==> src/rtl/io_responder.sv <==
// io_responder: memory-mapped peripheral responder (LED register, synchronized switches, down-counting timer)
// Parameters: BASE_ADDR byte address of offset 0x00, SW_WIDTH switch width, LED_WIDTH LED width.
// Ports:
//   clk, rst            - clock, asynchronous active-high reset
//   sel, req, we        - decoder select, access request (sampled in IDLE), store/load
//   address, wdata      - byte address and store data, captured with the request
//   rdata, ready, err   - response, valid for the single cycle that ready is high
//   sw_in               - asynchronous switch pins
//   led_out             - LED register contents
//   irq                 - timer interrupt level (expired & irq_en)
module io_responder #(
    parameter logic [31:0] BASE_ADDR = 32'd1024,
    parameter int SW_WIDTH = 16,
    parameter int LED_WIDTH = 16
) (
    input  logic                 clk,
    input  logic                 rst,
    input  logic                 sel,
    input  logic                 req,
    input  logic                 we,
    input  logic [31:0]          address,
    input  logic [31:0]          wdata,
    output logic [31:0]          rdata,
    output logic                 ready,
    output logic                 err,
    input  logic [SW_WIDTH-1:0]  sw_in,
    output logic [LED_WIDTH-1:0] led_out,
    output logic                 irq
);
    typedef enum logic [1:0] {IDLE, ACCESS, RESP} state_t;
    state_t state_q, state_d;
    logic [31:0] addr_q, addr_d, wdata_q, wdata_d, rdata_q, rdata_d;
    logic [31:0] load_q, load_d, count_q, count_d;
    logic we_q, we_d, ready_q, ready_d, err_q, err_d;
    logic en_q, en_d, ar_q, ar_d, ie_q, ie_d, exp_q, exp_d;
    logic [LED_WIDTH-1:0] led_q, led_d;
    logic [SW_WIDTH-1:0] sw_meta_q, sw_sync_q;
    logic [31:0] offset, rd_val;
    logic [2:0] reg_idx;
    logic capture, mapped, do_wr, wr_led, wr_load, wr_ctrl, tick, expire;
    always_comb begin
        capture = (state_q == IDLE) && req && sel;
        state_d = capture ? ACCESS : (state_q == ACCESS) ? RESP : IDLE;
        addr_d  = capture ? address : addr_q;
        we_d    = capture ? we : we_q;
        wdata_d = capture ? wdata : wdata_q;
        // Offsets below BASE_ADDR wrap to huge values and so fall out as unmapped.
        offset  = addr_q - BASE_ADDR;
        reg_idx = offset[4:2];
        mapped  = (offset <= 32'h10) && (addr_q[1:0] == 2'b00);
        rd_val  = !mapped ? 32'd0 :
                  (reg_idx == 3'd0) ? 32'(led_q) :
                  (reg_idx == 3'd1) ? 32'(sw_sync_q) :
                  (reg_idx == 3'd2) ? load_q :
                  (reg_idx == 3'd3) ? count_q :
                  {23'd0, exp_q, 5'd0, ie_q, ar_q, en_q};
        do_wr   = (state_q == ACCESS) && we_q && mapped;
        wr_led  = do_wr && (reg_idx == 3'd0);
        wr_load = do_wr && (reg_idx == 3'd2);
        wr_ctrl = do_wr && (reg_idx == 3'd4);
        ready_d = state_q == ACCESS;
        rdata_d = (state_q == ACCESS) ? rd_val : 32'd0;
        err_d   = (state_q == ACCESS) && !mapped;
        led_d   = wr_led ? wdata_q[LED_WIDTH-1:0] : led_q;
        load_d  = wr_load ? wdata_q : load_q;
        en_d    = wr_ctrl ? wdata_q[0] : en_q;
        ar_d    = wr_ctrl ? wdata_q[1] : ar_q;
        ie_d    = wr_ctrl ? wdata_q[2] : ie_q;
        tick    = en_q && (count_q != 32'd0);
        expire  = tick && (count_q == 32'd1);
        // A LOAD write overrides any decrement or reload in the same cycle.
        count_d = wr_load ? wdata_q :
                  expire ? (ar_q ? load_q : 32'd0) :
                  tick ? count_q - 32'd1 : count_q;
        // A new expiry beats a simultaneous write-1-to-clear.
        exp_d   = expire || (exp_q && !(wr_ctrl && wdata_q[8]));
    end
    always_ff @(posedge clk or posedge rst) begin
        if (rst) begin
            state_q   <= IDLE;
            addr_q    <= '0;
            we_q      <= 1'b0;
            wdata_q   <= '0;
            rdata_q   <= '0;
            ready_q   <= 1'b0;
            err_q     <= 1'b0;
            led_q     <= '0;
            load_q    <= '0;
            count_q   <= '0;
            en_q      <= 1'b0;
            ar_q      <= 1'b0;
            ie_q      <= 1'b0;
            exp_q     <= 1'b0;
            sw_meta_q <= '0;
            sw_sync_q <= '0;
        end else begin
            state_q   <= state_d;
            addr_q    <= addr_d;
            we_q      <= we_d;
            wdata_q   <= wdata_d;
            rdata_q   <= rdata_d;
            ready_q   <= ready_d;
            err_q     <= err_d;
            led_q     <= led_d;
            load_q    <= load_d;
            count_q   <= count_d;
            en_q      <= en_d;
            ar_q      <= ar_d;
            ie_q      <= ie_d;
            exp_q     <= exp_d;
            sw_meta_q <= sw_in;
            sw_sync_q <= sw_meta_q;
        end
    end
    assign rdata   = rdata_q;
    assign ready   = ready_q;
    assign err     = err_q;
    assign led_out = led_q;
    assign irq     = exp_q & ie_q;
endmodule

==> config.mk <==
export PLATFORM = sky130hd
export DESIGN_NAME = io_responder
export DESIGN_NICKNAME = d
export VERILOG_FILES = /design/src/rtl/io_responder.sv
export SDC_FILE = /design/constraint.sdc
export NUM_CORES = 1
export LEC_CHECK = 0
export BUFFER_PORTS_ARGS = -buffer_cell sky130_fd_sc_hd__buf_2
export CORE_MARGIN = 1.5
export CORE_UTILIZATION = 45
export CTS_CLUSTER_SIZE = 8
export DETAILED_ROUTE_END_ITERATION = 16
export GPL_TIMING_DRIVEN = 0
export PLACE_DENSITY_LB_ADDON = 0.08
export SLEW_MARGIN = 20
export SYNTH_ARGS = -nofsm -noshare
export SYNTH_HDL_FRONTEND = slang
export SYNTH_SLANG_ARGS = --single-unit
==> constraint.sdc <==
create_clock -name clk -period 6.4 [get_ports clk]
set_input_delay 0 -clock clk [delete_from_list [all_inputs] [get_ports clk]]
set_output_delay 0 -clock clk [all_outputs]
set_load 0.05 [all_outputs]
== After elaboration in Yosys (flattened, before gate mapping) ==
Cells that the tools add are included.

* Bits in writable memories: 0
* Flip-flop bits (word level): 217
* Bits of input ports: 85
* Logic and storage cells: 59
* Bits in read-only memories: 0
* Memories kept: 0
* Bits in latches: 0

* Mux-type cells: 12
* Shift-type cells: 0
* Order comparisons: 1
* Reductions and logical operators: 21
* Add/subtract/negate cells: 2
* Bitwise operators: 1
* Eq/ne operators: 6
* Div/mod/pow operators: 0
* Multiply operators: 0

{| class="wikitable"
|+ Operator list
! kind !! count
|-
| 32-bit 2-to-1 mux || 10
|-
| 32-bit by 1-bit == test with 1-bit output (second input constant) || 1
|-
| 32-bit by 5-bit less-or-equal comparator with 1-bit output (second input constant) || 1
|-
| 32-bit nonzero test || 1
|-
| 32-bit by 1-bit subtractor with 32-bit output (second input constant) || 1
|-
| 32-bit by 11-bit subtractor with 32-bit output (second input constant) || 1
|-
| 1-bit logical AND || 13
|-
| 3-bit by 2-bit == test with 1-bit output (second input constant) || 2
|-
| 2-bit logical NOT || 2
|-
| 2-bit 2-to-1 mux || 2
|-
| 3-bit by 1-bit == test with 1-bit output (second input constant) || 1
|-
| 3-bit == test (second input constant) || 1
|-
| 3-bit logical NOT || 1
|-
| 3-bit nonzero test || 1
|-
| 2-bit by 1-bit == test with 1-bit output (second input constant) || 1
|-
| 1-bit logical NOT || 2
|-
| 1-bit bitwise AND || 1
|-
| 1-bit logical OR || 1
|}

== Logic depth before layout (Yosys ltp) ==
Gate-level depths: netlist of run 1.

* Word-level depth: 9
* Gate-level depth with buffers: 10

== Worst setup path before layout of run 1 ==
No wires, ideal clock.

* Path kind: register to register
* From: reg, netlist name ready
* To: reg load_q[24]
* Arrival time: 2.185 ns
* Path buffers: 3
* Path slack: 4.097 ns
* Library setup time: 0.119 ns
* Cell stages (with the launch flop): 10
* Cell sequence: dfrtp_1 > nand2b_1 > inv_1 > nand4b_1 > or4_1 > clkbuf_1 > clkbuf_1 > clkbuf_1 > nand2_1 > nand2_1

{| class="wikitable"
|+ RTL lines
! element !! line !! source
|-
| to (signal assigned) || 105 || <nowiki>load_q <= load_d;</nowiki>
|-
| to (decl) || 33 || <nowiki>logic [31:0] load_q, load_d, count_q, count_d;</nowiki>
|}

== Worst setup path after layout of run 1 ==
* From: reg addr_q[17]
* To: reg led_q[5] (netlist: led_out[5])

* Longest elaborated chain between the ends: 5

{| class="wikitable"
|+ Ends and longest elaborated chain
! element !! line !! source
|-
| from (decl) || 32 || <nowiki>logic [31:0] addr_q, addr_d, wdata_q, wdata_d, rdata_q, rdata_d;</nowiki>
|-
| from (signal assigned) || 98 || <nowiki>addr_q <= addr_d;</nowiki>
|-
| 32-bit by 11-bit subtractor with 32-bit output || 48 || <nowiki>offset = addr_q - BASE_ADDR;</nowiki>
|-
| 32-bit by 5-bit less-or-equal comparator with 1-bit output || 50 || <nowiki>mapped = (offset <= 32'h10) && (addr_q[1:0] == 2'b00);</nowiki>
|-
| 1-bit logical AND || 50 ||
|-
| 1-bit logical AND || 57 || <nowiki>do_wr = (state_q == ACCESS) && we_q && mapped;</nowiki>
|-
| 1-bit logical AND || 58 || <nowiki>wr_led = do_wr && (reg_idx == 3'd0);</nowiki>
|-
| to (signal assigned) || 104 || <nowiki>led_q <= led_d;</nowiki>
|-
| to (decl) || 36 || <nowiki>logic [LED_WIDTH-1:0] led_q, led_d;</nowiki>
|}

Every way passes these cells.
A chain may end at the register's enable or synchronous reset.

==> run_results.csv, run 1 <==
group,metric,value,unit
clock_network,htreeDepth,1,
clock_network,cts_inserted_buffers,30,
routing,postRouteWirelength,25620,um
synth,synth-edff-count,0,
pwr,powerDensity,266.0,nW/um^2
synth,synth_fp_nets,926,
floorplan,num_rows,52,
clock_network,cts.sinks,216,
final_layout,mostFrequentLayoutCells,"dfrtp_1, buf_2, nand2_1, mux2_2, dlygate4sd3_1",
timing,rsz0062_at_grt,"false",
critical_path,arrival,3.60,ns
routing,drt-initial-drc-count,452,
final_layout,multi_input_area,3780,sq um
grt,gr-usage-all-layers,24.17,%
final_layout,area.growth.synth_to_final,28.37,%
timing,worstMarginPinSlew,0.8696,ns
floorplan,die_h,147.9,um
grt,grt_pass1_vias,7684,
synth,synth-seq-area-share,57.21,%
floorplan,initial_core_util,46.25,%
synth,synth_top_area_share,57.21,%
critical_path,criticalPathCategory,"reg2reg",
final_layout,n_antenna_cell,0,
grt,grt_antenna_before_repair,0,
placement,place_ws,3.272,ns
placement,dp_cells,1245,
timing,period_share,49.58,%
flow_run,cap_violations,0,
timing,fin_crit,3.173,ns
critical_path,cp-end-kind,"flop",
routing,ant_nets,0,
floorplan,fp.coreArea,20430,sq um
timing,timing.fmax,315.1,MHz
pwr,total_power,3.226,mW
clock_network,cts_tree,"yes",
routing,wl_per_cell,18.85,um
synth,yosys.area.top_type,"dfrtp_1",
clock_network,path_clk_slew,0.05,ns
synth,syn_inst,838,
timing,relSlewSlack,42.03,%
synth,async_flop_share,100.0,%
critical_path,cpLargestDelayFamily,"simple AND/OR/NAND/NOR gates",
clock_network,clk_path_buf_depth,3,
clock_network,clk_latency,0.55,ns
floorplan,pin_count,136,
final_layout,register_area,5405,sq um
routing,via_per_inst,5.508,
timing,layout_setup_ws,3.227,ns
critical_path,critPathLaunchType,"flop",
pwr,power_leakage,5.764,nW
floorplan,chipWidth,147.9,um
critical_path,slowest_stage,"nor4_1",
clock_network,ctsResizeCount,0,
final_layout,fin_nets,1178,
routing,remaining_drc_errors,0,
floorplan,die_area,21870,sq um
final_layout,mostFrequentLayoutCell,"dfrtp_1",
routing,vias,7486,
critical_path,crit_chain,"nor4_1 -> nand4_1 -> nor4_1 -> nand3_1 -> buf_2 -> mux2_2",
placement,io_buffers,135,
placement,hpwl,17420,um
timing,timing.final.hold_violations,0,
grt,grt_overflow,0,
pwr,vdd_ir_drop_max,0.2284,mV
timing,timing.hold.ws,0.08910,ns
synth,yosys_warnings,0,
critical_path,critPathMaxFanout,10,
critical_path,path_buf_inv,1,
synth,ys.flop_type,"dfrtp_1",
placement,place.gp.congestion,0.8785,
critical_path,crit_required,6.82,ns
timing,drv_slew,0,
synth,avgSynthCellArea,11.27,sq um
grt,grt_pass1_wl,41470,um
synth,synth.distinct_cells,56,
final_layout,instances_no_fill,1359,
clock_network,clockRootBuffer,"clkbuf_16",
critical_path,cpMostUsedCell,"nor4_1",
synth,ys_top_cells_by_area,"dfrtp_1, mux2_2, nand2_1",
final_layout,drive_gt1_share,27.27,%
final_layout,fillerInstances,1793,
synth,netlist_area,9448,sq um
grt,grt_max_degree,103,
routing,dr.pass1.iters,6,
timing,setup_viol,0,
critical_path,cp_slowest_stage_delay,0.65,ns
timing,finClkSkew,0.01474,ns
run_status,status,"finished, final reports clean",
hold_path,hold_class,"in2reg",
synth,synth-seq-cells,216,
## Yosys cell counts, drive strengths merged (5+ instances only)
cell and number:
nand4 5, o21ai 37, mux2 94, nand2 112, nor4b 5, inv 10
nor4 26, nor3 29, mux2i 21, dfrtp 216, buf 22, a22oi 18
nand3 25, or3 5, o211ai 17, nor2 66, a21oi 38, clkbuf 32
## through the flow
step                      area, sq um  setup TNS, ns  util [%]
after floorplan                  9448              0         -
after global placement          10460        -439.18     51.21
after detailed placement        10530              0     51.54
after CTS                       12130              0     59.36
after global routing            12130              0     59.36
final                           12130              0     59.36
## registers in the layout, indices dropped and copies added (netlist names)
register / count
count_q: 32
addr_q: 32
state_q: 1
load_q: 32
ie_q: 1
we_q: 1
en_q: 1
ar_q: 1
rdata: 32
sw_meta_q: 16
sw_sync_q: 16
err: 1
led_out: 16
wdata_q: 32
ready: 1
exp_q: 1
## cell families (layout without fill, tap and decap cells)
family | count (synthesis) | after routing | share of synthesized area, %
simple gates | 297 | 297 | 15.80
xor+xnor | 1 | 1 | 0.09272
compound gates | 138 | 138 | 9.270
flops | 216 | 216 | 57.21
buf+inv | 64 | 315 | 2.847
mux | 119 | 119 | 14.38
fa+ha+maj | 3 | 3 | 0.3973
## what timing repair did
action                    CTS  global route
buffers inserted            0             0
hold buffers               83             0
hold endpoints to repair  297             0
## metal layers
metal | global-route usage [%] | part of all wire (%) | up-vias
met5 | 0 | 0 | -
met4 | 6.881 | 2.7 | 0
met3 | 4.228 | 5.6 | 49
met2 | 38.46 | 46 | 223
met1 | 34.16 | 46 | 3718
li1 | - | - | 3496
## power by group
part           total (mW)  switching (mW)  internal (mW)
clock network        1.35           0.540          0.813
registers            1.54          0.0676           1.47
logic               0.337           0.159          0.178
## final timing paths
check / start / endpoint / slack [ns] / cells after the start
worst max-delay path: addr_q[17] / led_out[5] / 3.23 / 6
worst min-delay path: sw_in[5] / sw_meta_q[5] / 0.09 / 2
worst max register to register: addr_q[17] / led_out[5] / 3.23 / 6
worst min register to register: sw_meta_q[0] / sw_sync_q[0] / 0.34 / 0
max in group asynchronous: rst / sw_meta_q[8] / 5.14 / 5
min in group asynchronous: rst / rdata[24] / 0.55 / 4
## layout make-up
type | instances | share of cell area, %
buffer | 54 | 1.909
clock buffer | 30 | 6.190
clock inverter | 1 | 0.1341
inverter | 10 | 0.3714
multi-input combinational | 558 | 31.17
sequential | 216 | 44.57
tap | 270 | 2.786
timing repair buffer | 220 | 12.88
Note: power is estimated with default switching activity, not from simulation.
==> run 2: changes to the inputs <==
==> constraint.sdc (replaced) <==
create_clock -name clk -period 3.2 [get_ports clk]
set_input_delay 0 -clock clk [delete_from_list [all_inputs] [get_ports clk]]
set_output_delay 0 -clock clk [all_outputs]
set_load 0.05 [all_outputs]
==> run_results.csv, run 2 (synthesis results as in run 1) <==
group,metric,value,unit
floorplan,die_h,147.9,um
final_layout,mostFrequentLayoutCells,"dfrtp_1, buf_2, nand2_1, mux2_2, dlygate4sd3_1",
final_layout,area.growth.synth_to_final,29.59,%
critical_path,cpLargestDelayFamily,"simple AND/OR/NAND/NOR gates",
clock_network,htreeDepth,1,
floorplan,num_rows,52,
critical_path,critPathLaunchType,"flop",
pwr,total_power,6.591,mW
timing,setup_viol,0,
clock_network,clk_latency,0.56,ns
clock_network,clockRootBuffer,"clkbuf_16",
timing,rsz0062_at_grt,"false",
hold_path,hold_class,"in2reg",
timing,layout_setup_ws,0.2733,ns
floorplan,pin_count,136,
timing,fin_crit,2.927,ns
grt,grt_pass1_wl,41880,um
timing,relSlewSlack,42.08,%
critical_path,criticalPathCategory,"reg2reg",
final_layout,mostFrequentLayoutCell,"dfrtp_1",
placement,io_buffers,135,
placement,place_area,10590,sq um
routing,remaining_drc_errors,0,
critical_path,slowest_stage,"nor4_4",
routing,dr.pass1.iters,5,
placement,place_ws,0.08028,ns
clock_network,path_clk_slew,0.05,ns
floorplan,die_area,21870,sq um
timing,finClkSkew,0.02039,ns
final_layout,fin_nets,1182,
critical_path,arrival,3.35,ns
placement,place.gp.congestion,0.8812,
critical_path,cpMostUsedCell,"buf_2",
timing,timing.hold.ws,0.08567,ns
critical_path,crit_chain,"nor4_2 -> nand4b_1 -> buf_2 -> nor4_4 -> buf_2 -> o21ai_0 -> nand3_1 -> o211ai_1",
grt,grt_max_degree,35,
final_layout,final_area,12240,sq um
critical_path,r2r-end,"count_q[9]",
critical_path,cp-endpoint,"count_q[9]",
pwr,powerDensity,538.4,nW/um^2
timing,drv_slew,0,
pwr,vdd_ir_drop_max,0.3827,mV
placement,hpwl,17610,um
floorplan,initial_core_util,46.25,%
clock_network,clk_path_buf_depth,3,
critical_path,critPathMaxFanout,10,
floorplan,chipWidth,147.9,um
routing,wl_per_cell,18.85,um
timing,final.setup.tns,0,ns
clock_network,cts.sinks,216,
final_layout,n_antenna_cell,0,
grt,grt_pass1_vias,7701,
floorplan,fp.coreArea,20430,sq um
grt,grt_antenna_before_repair,0,
run_status,status,"finished, final reports clean",
clock_network,cts_inserted_buffers,31,
timing,timing.final.hold_violations,0,
timing,worstMarginPinSlew,0.8688,ns
critical_path,cp-end-kind,"flop",
routing,via_per_inst,5.422,
routing,postRouteWirelength,25730,um
critical_path,worst-path-stages,8,
critical_path,crit_required,3.62,ns
critical_path,reg2reg_from,"count_q[21]",
flow_run,cap_violations,0,
routing,drt-initial-drc-count,498,
routing,ant_nets,0,
clock_network,cts_setup_buffers,0,
critical_path,r2r_slack,0.27,ns
timing,period_share,91.46,%
final_layout,drive_gt1_share,28.04,%
clock_network,cts_tree,"yes",
grt,grt_overflow,0,
pwr,power_leakage,5.815,nW
routing,vias,7401,
critical_path,cp_slowest_stage_delay,0.63,ns
critical_path,path_buf_inv,2,
grt,gr-usage-all-layers,24.42,%
critical_path,worst_r2r_path_depth,8,
timing,timing.fmax,341.7,MHz
critical_path,startpoint,"count_q[21]",
run 2: cell types whose count changed in the layout (fill, tap and decap cells not counted), sizes merged:
| cell | previous run | this run |
|---|---|---|
| clkinvlp | 0 | 1 |
| clkbuf | 62 | 64 |
| buf | 159 | 163 |
| dlygate4sd3 | 83 | 82 |
run 2: worst min path at each step:
stage                     cells past startpoint            to      from
final                                         2  sw_meta_q[5]  sw_in[5]
after CTS                                     2  sw_meta_q[1]  sw_in[1]
after floorplan                               0  sw_meta_q[0]  sw_in[0]
after global placement                        1  sw_meta_q[4]  sw_in[4]
after detailed placement                      1  sw_meta_q[1]  sw_in[1]
after global routing                          2  sw_meta_q[5]  sw_in[5]
run 2: layout make-up:
class / instances / area (sq um)
flip-flops and latches: 216 / 5405
fillers: 1735 / 8187
clock buffers: 32 / 789.5
well taps: 270 / 337.8
inverters: 10 / 41.29
repair buffers: 223 / 1617
plain buffers: 54 / 232.7
multi-input cells: 558 / 3791
clock inverters: 2 / 28.78
run 2: worst register-to-register path, cell delays in order, from the launching register on:
cell and delay, ns:
dfrtp_1 0.46, nor4_2 0.50, nand4b_1 0.17, buf_2 0.26
nor4_4 0.63, buf_2 0.40, o21ai_0 0.15, nand3_1 0.12
o211ai_1 0.10
run 2: per-stage QoR:
| step | instances | utilization, % |
|---|---|---|
| 2_1_floorplan | 838 | - |
| 3_3_place_gp | 1243 | 51.22 |
| 3_5_place_dp | 1249 | 51.84 |
| 4_1_cts | 1365 | 59.87 |
| 5_1_grt | 1365 | 59.93 |
| 6_report | 1365 | 59.93 |
run 2: report_power, final:
group	internal [mW]	switching (mW)	leakage (nW)	total [mW]
combinational	0.363	0.321	2.61	0.684
sequential	2.94	0.136	2.80	3.07
clock	1.72	1.12	0.403	2.83
total	5.02	1.57	5.81	6.59
run 2: routing by layer:
metal  wire length (um)  share of wire (%)  vias to the layer above  track usage [%]
met2              11860                 46                      220            39.18
met4                546                2.1                        0            6.238
met5                  0                  0                        -                0
met3               1290                5.0                       32            3.920
li1                   -                  -                     3506                -
met1              12030                 47                     3643            34.74
run 2: what timing repair did:
action / CTS / global route
hold buffers: 82 / 0
hold endpoints to repair: 145 / 0
endpoints found under the setup margin: 0 / 12
resized for setup: 0 / 4
